<file path="src/rtl/sfetch.sv">
`timescale 1ns/1ps
// Instruction prefetch: credit-limited memory requests, in-order response
// buffer to the decoder, and discard of stale responses after a redirect.
//
// state | meaning
// RUN   | no stale responses pending; every response is buffered
// FLUSH | responses issued before the latest redirect are being discarded
module sfetch #(
    parameter int                    DATA_WIDTH      = 32,
    parameter int                    FIFO_DEPTH      = 4,
    parameter int                    MAX_OUTSTANDING = 2,
    parameter logic [DATA_WIDTH-1:0] RESET_PC        = 32'h0000_0000
) (
    input  logic                  clk,
    input  logic                  rst_n,
    output logic                  imem_req_o,
    output logic [DATA_WIDTH-1:0] imem_addr_o,
    input  logic                  imem_gnt_i,
    input  logic                  imem_rvalid_i,
    input  logic [DATA_WIDTH-1:0] imem_rdata_i,
    input  logic                  redirect_i,
    input  logic [DATA_WIDTH-1:0] redirect_pc_i,
    output logic [DATA_WIDTH-1:0] instr_o,
    output logic [DATA_WIDTH-1:0] pc_o,
    output logic                  instr_valid_o,
    input  logic                  instr_ready_i
);

    localparam int PW = $clog2(FIFO_DEPTH);
    localparam int CW = PW + 1;
    localparam int OW = $clog2(MAX_OUTSTANDING + 1);
    localparam int SW = $clog2(FIFO_DEPTH + MAX_OUTSTANDING + 1);
    localparam logic [DATA_WIDTH-1:0] RESET_PC_A = {RESET_PC[DATA_WIDTH-1:2], 2'b00};

    typedef enum logic [0:0] {S_RUN = 1'b0, S_FLUSH = 1'b1} state_t;

    state_t                r_state;
    state_t                w_state_nxt;
    logic                  r_live;
    logic [DATA_WIDTH-1:0] r_fetch_pc;
    logic [DATA_WIDTH-1:0] r_resp_pc;
    logic [OW-1:0]         r_outstanding;
    logic [OW-1:0]         r_discard;
    logic [CW-1:0]         r_count;
    logic [PW-1:0]         r_wr_ptr;
    logic [PW-1:0]         r_rd_ptr;
    logic [DATA_WIDTH-1:0] r_mem_instr [FIFO_DEPTH];
    logic [DATA_WIDTH-1:0] r_mem_pc    [FIFO_DEPTH];

    logic                  w_credit;
    logic                  w_issue;
    logic                  w_resp;
    logic                  w_push;
    logic                  w_drop;
    logic                  w_pop;
    logic [DATA_WIDTH-1:0] w_target;
    logic [OW-1:0]         w_outstanding_nxt;
    logic [OW-1:0]         w_discard_nxt;
    logic [CW-1:0]         w_count_nxt;
    logic                  w_unused;

    // r_live holds requests off until the first edge after reset release
    assign w_credit = r_live
                   && (r_outstanding < OW'(MAX_OUTSTANDING))
                   && ((SW'(r_outstanding) + SW'(r_count)) < SW'(FIFO_DEPTH));

    assign imem_req_o  = w_credit && !redirect_i;
    assign imem_addr_o = r_fetch_pc;
    assign w_issue     = imem_req_o && imem_gnt_i;
    assign w_resp      = imem_rvalid_i && (r_outstanding != '0);
    assign w_pop       = instr_valid_o && instr_ready_i;
    assign w_target    = {redirect_pc_i[DATA_WIDTH-1:2], 2'b00};
    assign w_unused    = ^redirect_pc_i[1:0];

    assign instr_valid_o = (r_count != '0) && !redirect_i;
    assign instr_o       = r_mem_instr[r_rd_ptr];
    assign pc_o          = r_mem_pc[r_rd_ptr];

    always_ff @(posedge clk or negedge rst_n) begin
        if (!rst_n) begin
            r_state <= S_RUN;
        end else begin
            r_state <= w_state_nxt;
        end
    end

    always_comb begin
        w_state_nxt = (w_discard_nxt != '0) ? S_FLUSH : S_RUN;
    end

    always_comb begin
        w_push = 1'b0;
        w_drop = 1'b0;
        if (w_resp) begin
            if (redirect_i || (r_state == S_FLUSH)) begin
                w_drop = 1'b1;
            end else begin
                w_push = 1'b1;
            end
        end
    end

    // a redirect re-arms the discard count with every response still owed
    always_comb begin
        w_outstanding_nxt = r_outstanding + OW'(w_issue) - OW'(w_resp);
        w_discard_nxt     = r_discard;
        if (redirect_i) begin
            w_discard_nxt = r_outstanding + OW'(w_issue) - OW'(w_resp);
        end else if (w_drop) begin
            w_discard_nxt = r_discard - OW'(1);
        end
        w_count_nxt = redirect_i ? '0 : (r_count + CW'(w_push) - CW'(w_pop));
    end

    always_ff @(posedge clk or negedge rst_n) begin
        if (!rst_n) begin
            r_live        <= 1'b0;
            r_fetch_pc    <= RESET_PC_A;
            r_resp_pc     <= RESET_PC_A;
            r_outstanding <= '0;
            r_discard     <= '0;
        end else begin
            r_live        <= 1'b1;
            r_outstanding <= w_outstanding_nxt;
            r_discard     <= w_discard_nxt;
            if (redirect_i) begin
                r_fetch_pc <= w_target;
                r_resp_pc  <= w_target;
            end else begin
                if (w_issue) r_fetch_pc <= r_fetch_pc + DATA_WIDTH'(4);
                if (w_push)  r_resp_pc  <= r_resp_pc + DATA_WIDTH'(4);
            end
        end
    end

    always_ff @(posedge clk or negedge rst_n) begin
        if (!rst_n) begin
            r_wr_ptr <= '0;
            r_rd_ptr <= '0;
            r_count  <= '0;
            for (int i = 0; i < FIFO_DEPTH; i++) begin
                r_mem_instr[i] <= '0;
                r_mem_pc[i]    <= '0;
            end
        end else if (redirect_i) begin
            r_wr_ptr <= '0;
            r_rd_ptr <= '0;
            r_count  <= '0;
        end else begin
            if (w_push) begin
                r_mem_instr[r_wr_ptr] <= imem_rdata_i;
                r_mem_pc[r_wr_ptr]    <= r_resp_pc;
                r_wr_ptr              <= r_wr_ptr + PW'(1);
            end
            if (w_pop) r_rd_ptr <= r_rd_ptr + PW'(1);
            r_count <= w_count_nxt;
        end
    end

    a_no_orphan_rvalid: assert property (@(posedge clk) disable iff (!rst_n)
        !(imem_rvalid_i && (r_outstanding == '0)));

    a_no_overflow: assert property (@(posedge clk) disable iff (!rst_n)
        !(w_push && !w_pop && (r_count == CW'(FIFO_DEPTH))));

endmodule

</file>
<file path="config.mk">
export PLATFORM = sky130hd
export DESIGN_NAME = sfetch
export DESIGN_NICKNAME = d
export VERILOG_FILES = /design/src/rtl/sfetch.sv
export SDC_FILE = /design/constraint.sdc
export NUM_CORES = 1
export LEC_CHECK = 0
export BUFFER_PORTS_ARGS = -buffer_cell sky130_fd_sc_hd__buf_2
export CORE_MARGIN = 1.5
export CORE_UTILIZATION = 38
export CTS_CLUSTER_SIZE = 8
export DETAILED_ROUTE_END_ITERATION = 10
export GPL_TIMING_DRIVEN = 0
export HOLD_SLACK_MARGIN = 0.06
export PLACE_DENSITY_LB_ADDON = 0.15
export SKIP_LAST_GASP = 1
export SLEW_MARGIN = 30
export SYNTH_ARGS = -nofsm -noshare
export SYNTH_HDL_FRONTEND = slang
export SYNTH_SLANG_ARGS = --single-unit
</file>
<file path="constraint.sdc">
create_clock -name clk -period 8.3 [get_ports clk]
set_input_delay 1.245 -clock clk [delete_from_list [all_inputs] [get_ports clk]]
set_output_delay 1.245 -clock clk [all_outputs]
set_load 0.02 [all_outputs]
</file>
======== Word level (Yosys, flattened, before mapping) ========
Index checks and enable logic that the tools add are counted.
operators by class
  order comparisons ....................... 5
  multiplexer cells ....................... 26
  bitwise operators ....................... 3
  reduce and logical (&&, ||, !) cells .... 17
  add/subtract/negate cells ............... 10
operator list
  operator               count
  $mux 32                9
  $bwmux 128             2
  $bmux 32 s2            2
  $add 32x3->32 const B  2
  $demux 32 s2           1
  $mux 2                 6
  $reduce_bool 2->1      5
  $logic_and 1x1->1      8
  $ge 3x3->1 const B     2
  $not 2->3              2
  $mux 1                 5
  $add 2x1->2 const B    2
  $add 2x3->3            1
  $add 3x1->3            1
  $lt 3x1->1 const B     1
  $lt 3x3->1 const B     1
  $mux 3                 1
  $reduce_bool 3->1      1
  $sub 3x1->3            1
  $add 2x1->2            1
  $lt 2x2->1 const B     1
  $reduce_and 2->1       1
  $sub 2x1->2            1
  $sub 2x1->2 const B    1
  other kinds (3)        3
word-level totals
  output and inout bits ................... 98
  bits of input ports ..................... 70
  register bits ........................... 333
  word-level logic and storage cells ...... 78

======== Depth between registers and ports, before layout ========
Gate-level depths: netlist of run 1.
  depth after elaboration ................. 10
  depth in mapped cells ................... 12
  depth with buffers taken out ............ 11

======== Worst setup path before layout of run 1 ========
Ideal clock, no wire load.
  path type ............................... input port to output port
  from .................................... input port redirect_i
  to ...................................... output port imem_req_o
  arrival time ............................ 2.616 ns
  path slack .............................. 4.439 ns
  required time ........................... 7.055 ns
  path buffers ............................ 3
  cell stages on the path ................. 4
  cell sequence ........................... clkbuf_1 > clkbuf_1 > clkbuf_1 > nor4b_1
on the way
  word-level cells in the longest chain between the ends .. 2
ends and longest elaborated chain
  what               line  RTL
  start, declared    21    input logic redirect_i,
  $logic_not 1->1    67    assign imem_req_o = w_credit && !redirect_i;
  $logic_and 1x1->1  67
  end, declared      16    output logic imem_req_o,
Every way passes these cells.

======== Final worst setup path of run 1 ========
  from .................................... input port redirect_i
  to ...................................... output port instr_valid_o
on the way
  word-level cells in the longest chain between the ends .. 2
ends and longest elaborated chain
  what               line  RTL
  $logic_not 1->1    75    assign instr_valid_o = (r_count != '0) && !redirect_i;
  $logic_and 1x1->1  75
  end, declared      25    output logic instr_valid_o,
Every way passes these cells.

==> results of run 1 <==
power groups by stage:
| stage | logic, mW | clock network (mW) | registers (mW) |
|---|---|---|---|
| final | 1.64 | 1.65 | 2.15 |
| after global routing | 1.77 | 1.78 | 2.20 |
| after CTS | 1.67 | 1.71 | 2.15 |
| after detailed placement | 1.67 | 0 | 2.17 |
| after global placement | 1.64 | 0 | 2.16 |
| after floorplan | 1.16 | 0 | 2.11 |
per-stage QoR:
| stage | TNS [ps] | cell area [um2] |
|---|---|---|
| floorplan | 0 | 14900 |
| global placement | -144730 | 16300 |
| detailed placement | 0 | 16400 |
| CTS | 0 | 17700 |
| global route | 0 | 17700 |
| finish | 0 | 17700 |
final cells by class:
class                   instances  area, um2
fillers                      3507      21000
multi-input cells             642       6440
clock buffers                  48       1160
plain buffers                  68        352
well taps                     518        648
clock inverters                 4       63.8
inverters                      14       52.6
repair buffers                164        921
flip-flops and latches        321       8030
cells in the final DEF, fill, tap and decap left out, types with 10 or more instances in the layout:
master,instances
nor3_1,11
a21boi_0,10
buf_2,184
dfrtp_1,321
mux2_2,232
xnor2_1,15
nor2_1,17
ha_1,11
nand4_1,23
clkbuf_1,23
xor2_1,30
mux4_2,62
nand2_1,43
and3_1,12
clkbuf_16,46
nand3_1,32
buf_4,17
o21ai_0,30
inv_1,13
mux2_1,21
o311ai_0,13
logic make-up after synthesis:
group | Yosys count | share of synthesized area [%]
AO/OA/AOI/OAI | 82 | 3.77
other | 2 | 0.0505
flip-flops | 321 | 54.0
AND/OR/NAND/NOR | 180 | 6.95
multiplexers | 318 | 28.8
buffers and inverters | 82 | 2.71
XOR/XNOR | 45 | 2.65
adder cells (fa/ha/maj) | 12 | 1.06
layer usage:
metal | share of wire, % | track usage (%) | vias up
met5 | 0 | 0 | -
met4 | 1.9 | 4.99 | 0
met3 | 4.3 | 3.99 | 56
met2 | 47 | 30.0 | 207
met1 | 46 | 26.2 | 4858
li1 | - | - | 4238
state kept, by name, indices dropped and copies added (netlist names):
signal / flops
imem_addr_o: 30
r_count: 3
r_discard: 2
r_live: 1
r_mem_instr: 128
r_mem_pc: 120
r_outstanding: 2
r_rd_ptr: 2
r_resp_pc: 30
r_state: 1
r_wr_ptr: 2
final timing paths:
check	from	to	cells after the start
min	rst_n	r_mem_instr[42]	1
max reg2reg	r_outstanding[1]	r_state	12
min in group clk	r_mem_pc[15]	r_mem_pc[15]	1
min reg2reg	r_mem_pc[15]	r_mem_pc[15]	1
max	redirect_i	instr_valid_o	5
max in group asynchronous	rst_n	r_resp_pc[28]	3
critical path, cell delays in order:
cell	delay, ps
clkbuf_1	350
clkbuf_1	540
clkbuf_1	580
nor2_1	120
buf_2	190
==> reports/results.ini, run 1 <==
[power]
internal_power_mw = 3.69
power_leakage_nw = 8.11
clock_power_share_pct = 30.4
power.density_mw_per_mm2 = 308
p_switching_mw = 1.75
combinationalPowerShare_pct = 30.1
p_sw_share_pct = 32.2
design_power_total_mw = 5.43
seq_power_share_pct = 39.5
vdd_ir_drop_max_v = 0.000155

[clock_network]
post-cts-setup-buffer-count = 0
clockBufferDepth = 3
path_clk_slew_ps = 50
htreeDepth = 2
root_buffer = clkbuf_16
cts_buffers = 46
hold_buffers = 0
post_cts_resized = 0
cts_sinks = 321
clock_latency_ps = 570
cts_tree = yes

[yosys]
synth_area_leaders = dfrtp_1 54%, mux2_2 18%, mux4_2 9.4%, xor2_1 1.8%, mux2_1 1.6%
synthArstFlopShare_pct = 100
yosys.area.top_type = dfrtp_1
synth_edf_count = 0
synth_area_mm2 = 0.0149
seq_area_frac_synth_pct = 54.0
synthFlopType = dfrtp_1
synth_top_area_share_pct = 54.0
synth_seq_cells = 321
synthCells = 1042
synthTopCellsByCount = 321 x dfrtp_1, 232 x mux2_2, 62 x mux4_2
synth_area_per_cell_um2 = 14.3
ys_types = 57
yosysWarnings = 0
synth.most_common_cell = dfrtp_1

[routing]
drt_iter0_markers = 443
wl_per_cell_um = 20.7
vias = 9359
via_per_inst = 5.26
ant_nets = 0
drcViolationCount = 0
first_pass_iters = 5
drt_wl_total_um = 36900

[placed_design]
io_buffers = 160
dp.final_hpwl_um = 25800
dp.cells = 1727
place_ws_ps = 4010
gp_congestion = 0.803

[global_route]
antenna_found_initial = 0
grtUsageTotal_pct = 18.8
grt_pass1_vias = 9845
gr-total-overflow = 0
grt_pass1_wl_um = 58600
grt_max_degree = 81

[floorplan]
num_rows = 72
die_y_um = 201
die_area_mm2 = 0.0403
initial_core_util_pct = 38.5
core-area_mm2 = 0.0386
fp.dieW_um = 201
pin_count = 168

[job]
cap_violations = 0

[timing]
slew_violations = 0
hold_viol = 0
setup_ws_ps = 4030
finalSetupViolations = 0
fin_crit_sh_pct = 51.4
relSlewSlack_pct = 45.5
fin_hold_ws_ps = 479
fmax_ghz = 0.234
rsz0062_at_grt = false
worst_clock_skew_ps = 14.3
min_period_ps = 4270
tightest_slew_ps = 818

[setup_path]
cp.arrival_ps = 3030
rrSetupSlack_ps = 4990
critPathKind = primary input to output pin
end_kind = output pin
critPathLaunchType = primary input
crit_required_ps = 7050
critPathMaxFanout = 10

[finish]
final_nets = 1339
layout-drive-gt1-share_pct = 45.3
final_cells = 1779
areaGrowthSynthToFinish_pct = 18.9
n_antenna_cell = 0
final_core_util_pct = 45.7

[status]
outcome = complete, no violations

[worst_hold_path]
hold_path.class = primary input to async pin

Power figures use the tool's default switching activity.
==> run 2: changes to the inputs <==
==> constraint.sdc (replaced) <==
create_clock -name clk -period 4.08 [get_ports clk]
set_input_delay 0.612 -clock clk [delete_from_list [all_inputs] [get_ports clk]]
set_output_delay 0.612 -clock clk [all_outputs]
set_load 0.02 [all_outputs]
==> run 2 against run 1 <==
Via count about the same. Largest power group unchanged. Critical path type is now flop to output pin. Die area unchanged. Non-clock buffer count increased by 1. Global-route usage unchanged. Final cell count about the same. Combinational power increased by 100%. Routed wire length about the same. Hold slack got worse by 160 ps. First-iteration DRC count increased by 5.2%. Power increased by 100%.
==> reports/results.ini, run 2 (synthesis gave the netlist of run 1 again) <==
[status]
outcome = complete, no violations

[setup_path]
end_kind = output pin
critPathLaunchType = flop
critPathMostFrequentCell = buf_2
crit_required_ps = 3470  ; -3580 ps
cpPeakStageDelay_ps = 630  ; +50 ps
crit_buf_inv = 3  ; -1
critPathKind = flop to output pin
critPathMaxFanout = 10  ; unchanged
cp.arrival_ps = 2870  ; -160 ps
cp_slowest_cell = clkbuf_1
crit_family = buffers and inverters
crit_chain = clkbuf_1 -> buf_2 -> mux4_2 -> buf_2

[finish]
reg_top3 = r_mem_instr x128, r_mem_pc x120
areaGrowthSynthToFinish_pct = 18.9  ; about the same
seqCellArea_mm2 = 0.00803  ; unchanged
n_antenna_cell = 0  ; unchanged
final_nets = 1340  ; +0.075%
largest-register = r_mem_instr
final_core_util_pct = 45.7  ; about the same
layout_common_cells = 321 x dfrtp_1, 232 x mux2_2, 184 x buf_2
num-fill-cells = 3506  ; -0.029%
multiInputGateArea_mm2 = 0.00644  ; unchanged
layout-drive-gt1-share_pct = 45.2  ; about the same
final_common_cell = dfrtp_1
largest_register_ff_count = 128  ; unchanged

[clock_network]
post-cts-setup-buffer-count = 0  ; unchanged
hold_buffers = 1  ; +1
path_clk_slew_ps = 50  ; about the same
root_buffer = clkbuf_16
clock_latency_ps = 570  ; about the same
cts_buffers = 46  ; unchanged
cts_sinks = 321  ; unchanged
post_cts_resized = 0  ; unchanged
htreeDepth = 2  ; unchanged
cts_tree = yes
clockBufferDepth = 3  ; unchanged

[floorplan]
num_rows = 72  ; unchanged
core-area_mm2 = 0.0386  ; unchanged
die_y_um = 201  ; unchanged
fp.dieW_um = 201  ; unchanged
die_area_mm2 = 0.0403  ; unchanged
initial_core_util_pct = 38.5  ; unchanged
pin_count = 168  ; unchanged

[routing]
wl_per_cell_um = 20.7  ; -0.11%
ant_nets = 0  ; unchanged
drt_wl_total_um = 36800  ; about the same
drcViolationCount = 0  ; unchanged
vias = 9366  ; +0.075%
first_pass_iters = 5  ; unchanged
drt_iter0_markers = 466  ; +5.2%
via_per_inst = 5.26  ; about the same

[global_route]
gr-total-overflow = 0  ; unchanged
grt_max_degree = 81  ; unchanged
grt_pass1_wl_um = 58600  ; unchanged
grtUsageTotal_pct = 18.8  ; unchanged
antenna_found_initial = 0  ; unchanged
grt_pass1_vias = 9845  ; unchanged

[timing]
tightest_slew_ps = 817  ; -0.247 ps
worst_clock_skew_ps = 14.6  ; +0.260 ps
finalSetupViolations = 0  ; unchanged
min_period_ps = 3490
relSlewSlack_pct = 45.1  ; -0.40 points
hold_viol = 0  ; unchanged
fin_crit_sh_pct = 85.4
rsz0062_at_grt = false
fmax_ghz = 0.287
slew_violations = 0  ; unchanged
fin_hold_ws_ps = 319  ; -159 ps

[power]
power.density_mw_per_mm2 = 625  ; +100%
vdd_ir_drop_max_v = 0.000315  ; +100%
design_power_total_mw = 11.1  ; +100%
power_leakage_nw = 8.11  ; about the same

[placed_design]
dp.final_hpwl_um = 25800  ; unchanged
io_buffers = 160  ; unchanged
gp_congestion = 0.803  ; unchanged

[worst_hold_path]
hold_path.class = primary input to flop

[job]
cap_violations = 0  ; unchanged

[run 2: worst paths after layout]
kind	from	endpoint	slack, ps	cells past startpoint
hold reg to reg	r_mem_pc[15]	r_mem_pc[15]	480	1
max in group asynchronous	rst_n	r_resp_pc[28]	2600	4
setup / recovery	r_rd_ptr[0]	pc_o[18]	590	4
hold / removal	imem_rdata_i[14]	r_mem_instr[110]	320	2
setup reg to reg	r_outstanding[1]	r_state	780	12
min in group asynchronous	rst_n	r_mem_instr[42]	440	2
[run 2: cell type report]
type / instances / area share, %
buffer: 68 / 1.99
timing repair buffer: 165 / 5.27
clock inverter: 4 / 0.361
inverter: 14 / 0.297
clock buffer: 48 / 6.55
multi-input combinational: 642 / 36.4
sequential: 321 / 45.4
tap: 518 / 3.67
[run 2: per-stage QoR]
| stage | area [um2] | instances | worst slack, ps | setup TNS [ps] |
|---|---|---|---|---|
| floorplan | 14900 | 1045 | 1240 | 0 |
| finish | 17700 | 1780 | 594 | 0 |
| CTS | 17700 | 1780 | 460 | 0 |
| global placement | 16300 | 1723 | -4060 | -1296160 |
| global route | 17700 | 1780 | 324 | 0 |
| detailed placement | 16400 | 1727 | 864 | 0 |
[run 2: report_power, final]
part | total [mW] | switching (mW) | internal (mW)
Clock | 3.36 | 1.36 | 2.00
Combinational | 3.33 | 1.74 | 1.59
Sequential | 4.36 | 0.452 | 3.91
[run 2: metal layers]
metal,wire (um),part of all wire [%],vias up,GRT usage (%)
met1,17100,46,4861,26.2
met5,0,0,-,0
li1,-,-,4243,-
met3,1610,4.4,56,3.99
met2,17500,47,206,30.0
met4,695,1.9,0,4.99
==> run 3: changes to the inputs <==
--- a/config.mk
+++ b/config.mk
@@ -6,6 +6,7 @@
 export NUM_CORES = 1
 export LEC_CHECK = 0
 export BUFFER_PORTS_ARGS = -buffer_cell sky130_fd_sc_hd__buf_2
+export CORE_ASPECT_RATIO = 0.7
 export CORE_MARGIN = 1.5
 export CORE_UTILIZATION = 38
 export CTS_CLUSTER_SIZE = 8
==> constraint.sdc (replaced) <==
create_clock -name clk -period 3.5 [get_ports clk]
set_input_delay 0.525 -clock clk [delete_from_list [all_inputs] [get_ports clk]]
set_output_delay 0.525 -clock clk [all_outputs]
set_load 0.02 [all_outputs]
==> run 3 against run 2 <==
Critical path depth is 8 higher. Final cell count is 0.34% higher. Critical endpoint is now r_state. First-iteration DRC count is 30% higher. Largest cell class unchanged. Utilization is 0.12 points higher.
==> reports/results.ini, run 3 (synthesis gave the netlist of run 1 again) <==
[worst_hold_path]
hold_path.class = primary input to flop
hold_start = redirect_pc_i[9]

[finish]
largest_register_ff_count = 128  ; unchanged
final_nets = 1339  ; -0.075%
final_core_util_pct = 45.9  ; +0.12 points
reg_top3 = r_mem_instr x128, r_mem_pc x120
multiInputGateArea_mm2 = 0.00644  ; unchanged
num-fill-cells = 3497  ; -0.26%
layout_common_cells = 321 x dfrtp_1, 232 x mux2_2, 184 x buf_2
largest-register = r_mem_instr
areaGrowthSynthToFinish_pct = 18.8  ; about the same
seqCellArea_mm2 = 0.00803  ; unchanged
final_common_cell = dfrtp_1
n_antenna_cell = 0  ; unchanged
layout-drive-gt1-share_pct = 45.3  ; about the same

[floorplan]
die_area_mm2 = 0.0403  ; about the same
die_y_um = 168  ; -16%
initial_core_util_pct = 38.6  ; +0.13 points
fp.dieW_um = 239  ; +19%
pin_count = 168  ; unchanged
num_rows = 60  ; -17%
core-area_mm2 = 0.0385  ; -0.35%

[setup_path]
crit_buf_inv = 3  ; unchanged
setup.worst_path.start = r_outstanding[1]
worst_r2r_startpoint = r_outstanding[1]
critPathLaunchType = flop
critPathMostFrequentCell = ha_1
crit_required_ps = 3950  ; +480 ps
cp.arrival_ps = 3730  ; +860 ps
crit_family = compound AO/OA/AOI/OAI gates
end_kind = flop
cp_slowest_cell = dfrtp_1
crit_chain = ha_1 -> a311o_1 -> a31oi_4 -> inv_2 -> clkbuf_1 -> ha_1 -> inv_1 -> ha_1 -> xnor2_1 -> xnor2_1 -> nor2_1 -> a21oi_1
critPathKind = flop to flop
critPathMaxFanout = 10  ; unchanged
cpPeakStageDelay_ps = 470  ; -160 ps

[timing]
hold_viol = 0  ; unchanged
finalSetupViolations = 0  ; unchanged
fmax_ghz = 0.305
min_period_ps = 3280
fin_crit_sh_pct = 93.6
slew_violations = 0  ; unchanged
tightest_slew_ps = 919  ; +102 ps
relSlewSlack_pct = 38.3  ; -6.8 points
worst_clock_skew_ps = 18.9  ; +4.31 ps
rsz0062_at_grt = false

[clock_network]
clockBufferDepth = 3  ; unchanged
htreeDepth = 2  ; unchanged
cts_tree = yes
post_cts_resized = 0  ; unchanged
post-cts-setup-buffer-count = 0  ; unchanged
root_buffer = clkbuf_16
clock_latency_ps = 540  ; -30 ps
cts_sinks = 321  ; unchanged
cts_buffers = 46  ; unchanged
path_clk_slew_ps = 50  ; about the same

[power]
power.density_mw_per_mm2 = 731  ; +17%
vdd_ir_drop_max_v = 0.000449  ; +42%
power_leakage_nw = 8.10  ; about the same
design_power_total_mw = 12.9  ; +17%

[routing]
drt_iter0_markers = 605  ; +30%
first_pass_iters = 5  ; unchanged
wl_per_cell_um = 21.4  ; +3.2%
ant_nets = 0  ; unchanged
via_per_inst = 5.30  ; +0.69%
vias = 9462  ; +1.0%
drt_wl_total_um = 38200  ; +3.5%
drcViolationCount = 0  ; unchanged

[global_route]
grtUsageTotal_pct = 19.6  ; +0.73 points
grt_pass1_wl_um = 60300  ; +2.8%
gr-usage-met1_pct = 30.7  ; +4.5 points
antenna_found_initial = 1  ; +1
grt_pass1_vias = 9897  ; +0.53%
grt_use_met3_pct = 3.29  ; -0.70 points
grt_max_degree = 76  ; -6.2%
met2_usage_pct = 28.0  ; -2.0 points
busiest_layer = met1
gr-total-overflow = 0  ; unchanged

[job]
cap_violations = 0  ; unchanged

[placed_design]
dp.final_hpwl_um = 26500  ; +2.5%
gp_congestion = 0.872  ; +8.6%
io_buffers = 160  ; unchanged

[status]
outcome = complete, no violations

[run 3: metal layers]
metal | vias up | share of wire [%]
met5 | - | 0
met4 | 0 | 1.6
met2 | 193 | 43
met3 | 49 | 4.2
met1 | 4966 | 51
li1 | 4254 | -
[run 3: area by class of cell]
type                    instances  share of cell area (%)
well taps                     527                    3.73
multi-input cells             642                    36.5
repair buffers                165                    5.27
clock buffers                  48                    6.68
clock inverters                 2                  0.0992
inverters                      14                   0.298
flip-flops and latches        321                    45.5
plain buffers                  67                    1.97
[run 3: final timing paths]
path                       depth (start not counted)              end  slack [ps]
max                                               12          r_state         220
min                                                3     r_resp_pc[9]         250
max reg2reg                                       12          r_state         220
min reg2reg                                        1     r_mem_pc[50]         480
max in group asynchronous                          4  r_mem_instr[38]        1810
min in group asynchronous                          2  imem_addr_o[25]         560
[run 3: worst reg2reg max path, delay by kind of cell (launching register included)]
kind | cells | cell delay (ps)
AO/OA/AOI/OAI | 3 | 930
XOR/XNOR | 2 | 370
adder cells (fa/ha/maj) | 3 | 900
buffers and inverters | 3 | 460
flip-flops | 1 | 470
AND/OR/NAND/NOR | 1 | 70
[run 3: power breakdown]
part / leakage, nW / internal, mW / switching, mW
sequential: 4.21 / 4.56 / 0.560
clock: 0.589 / 2.35 / 1.56
combinational: 3.30 / 1.85 / 2.03
[run 3: repair_timing]
action	in CTS	in global routing
hold buffers	1	0
pin swaps	0	1
endpoints found under the setup margin	5	1
hold endpoints to repair	72	0
[run 3: through the flow]
stage | setup TNS, ps | hold slack (ps) | setup slack (ps) | std cells | cell area, um2
detailed placement | 0 | 469 | 254 | 1736 | 16500
CTS | 0 | 224 | 206 | 1786 | 17700
global placement | -1468880 | 464 | -4620 | 1732 | 16300
finish | 0 | 246 | 224 | 1786 | 17700
global route | 0 | 236 | 29.9 | 1786 | 17700
floorplan | 0 | 229 | 749 | 1045 | 14900
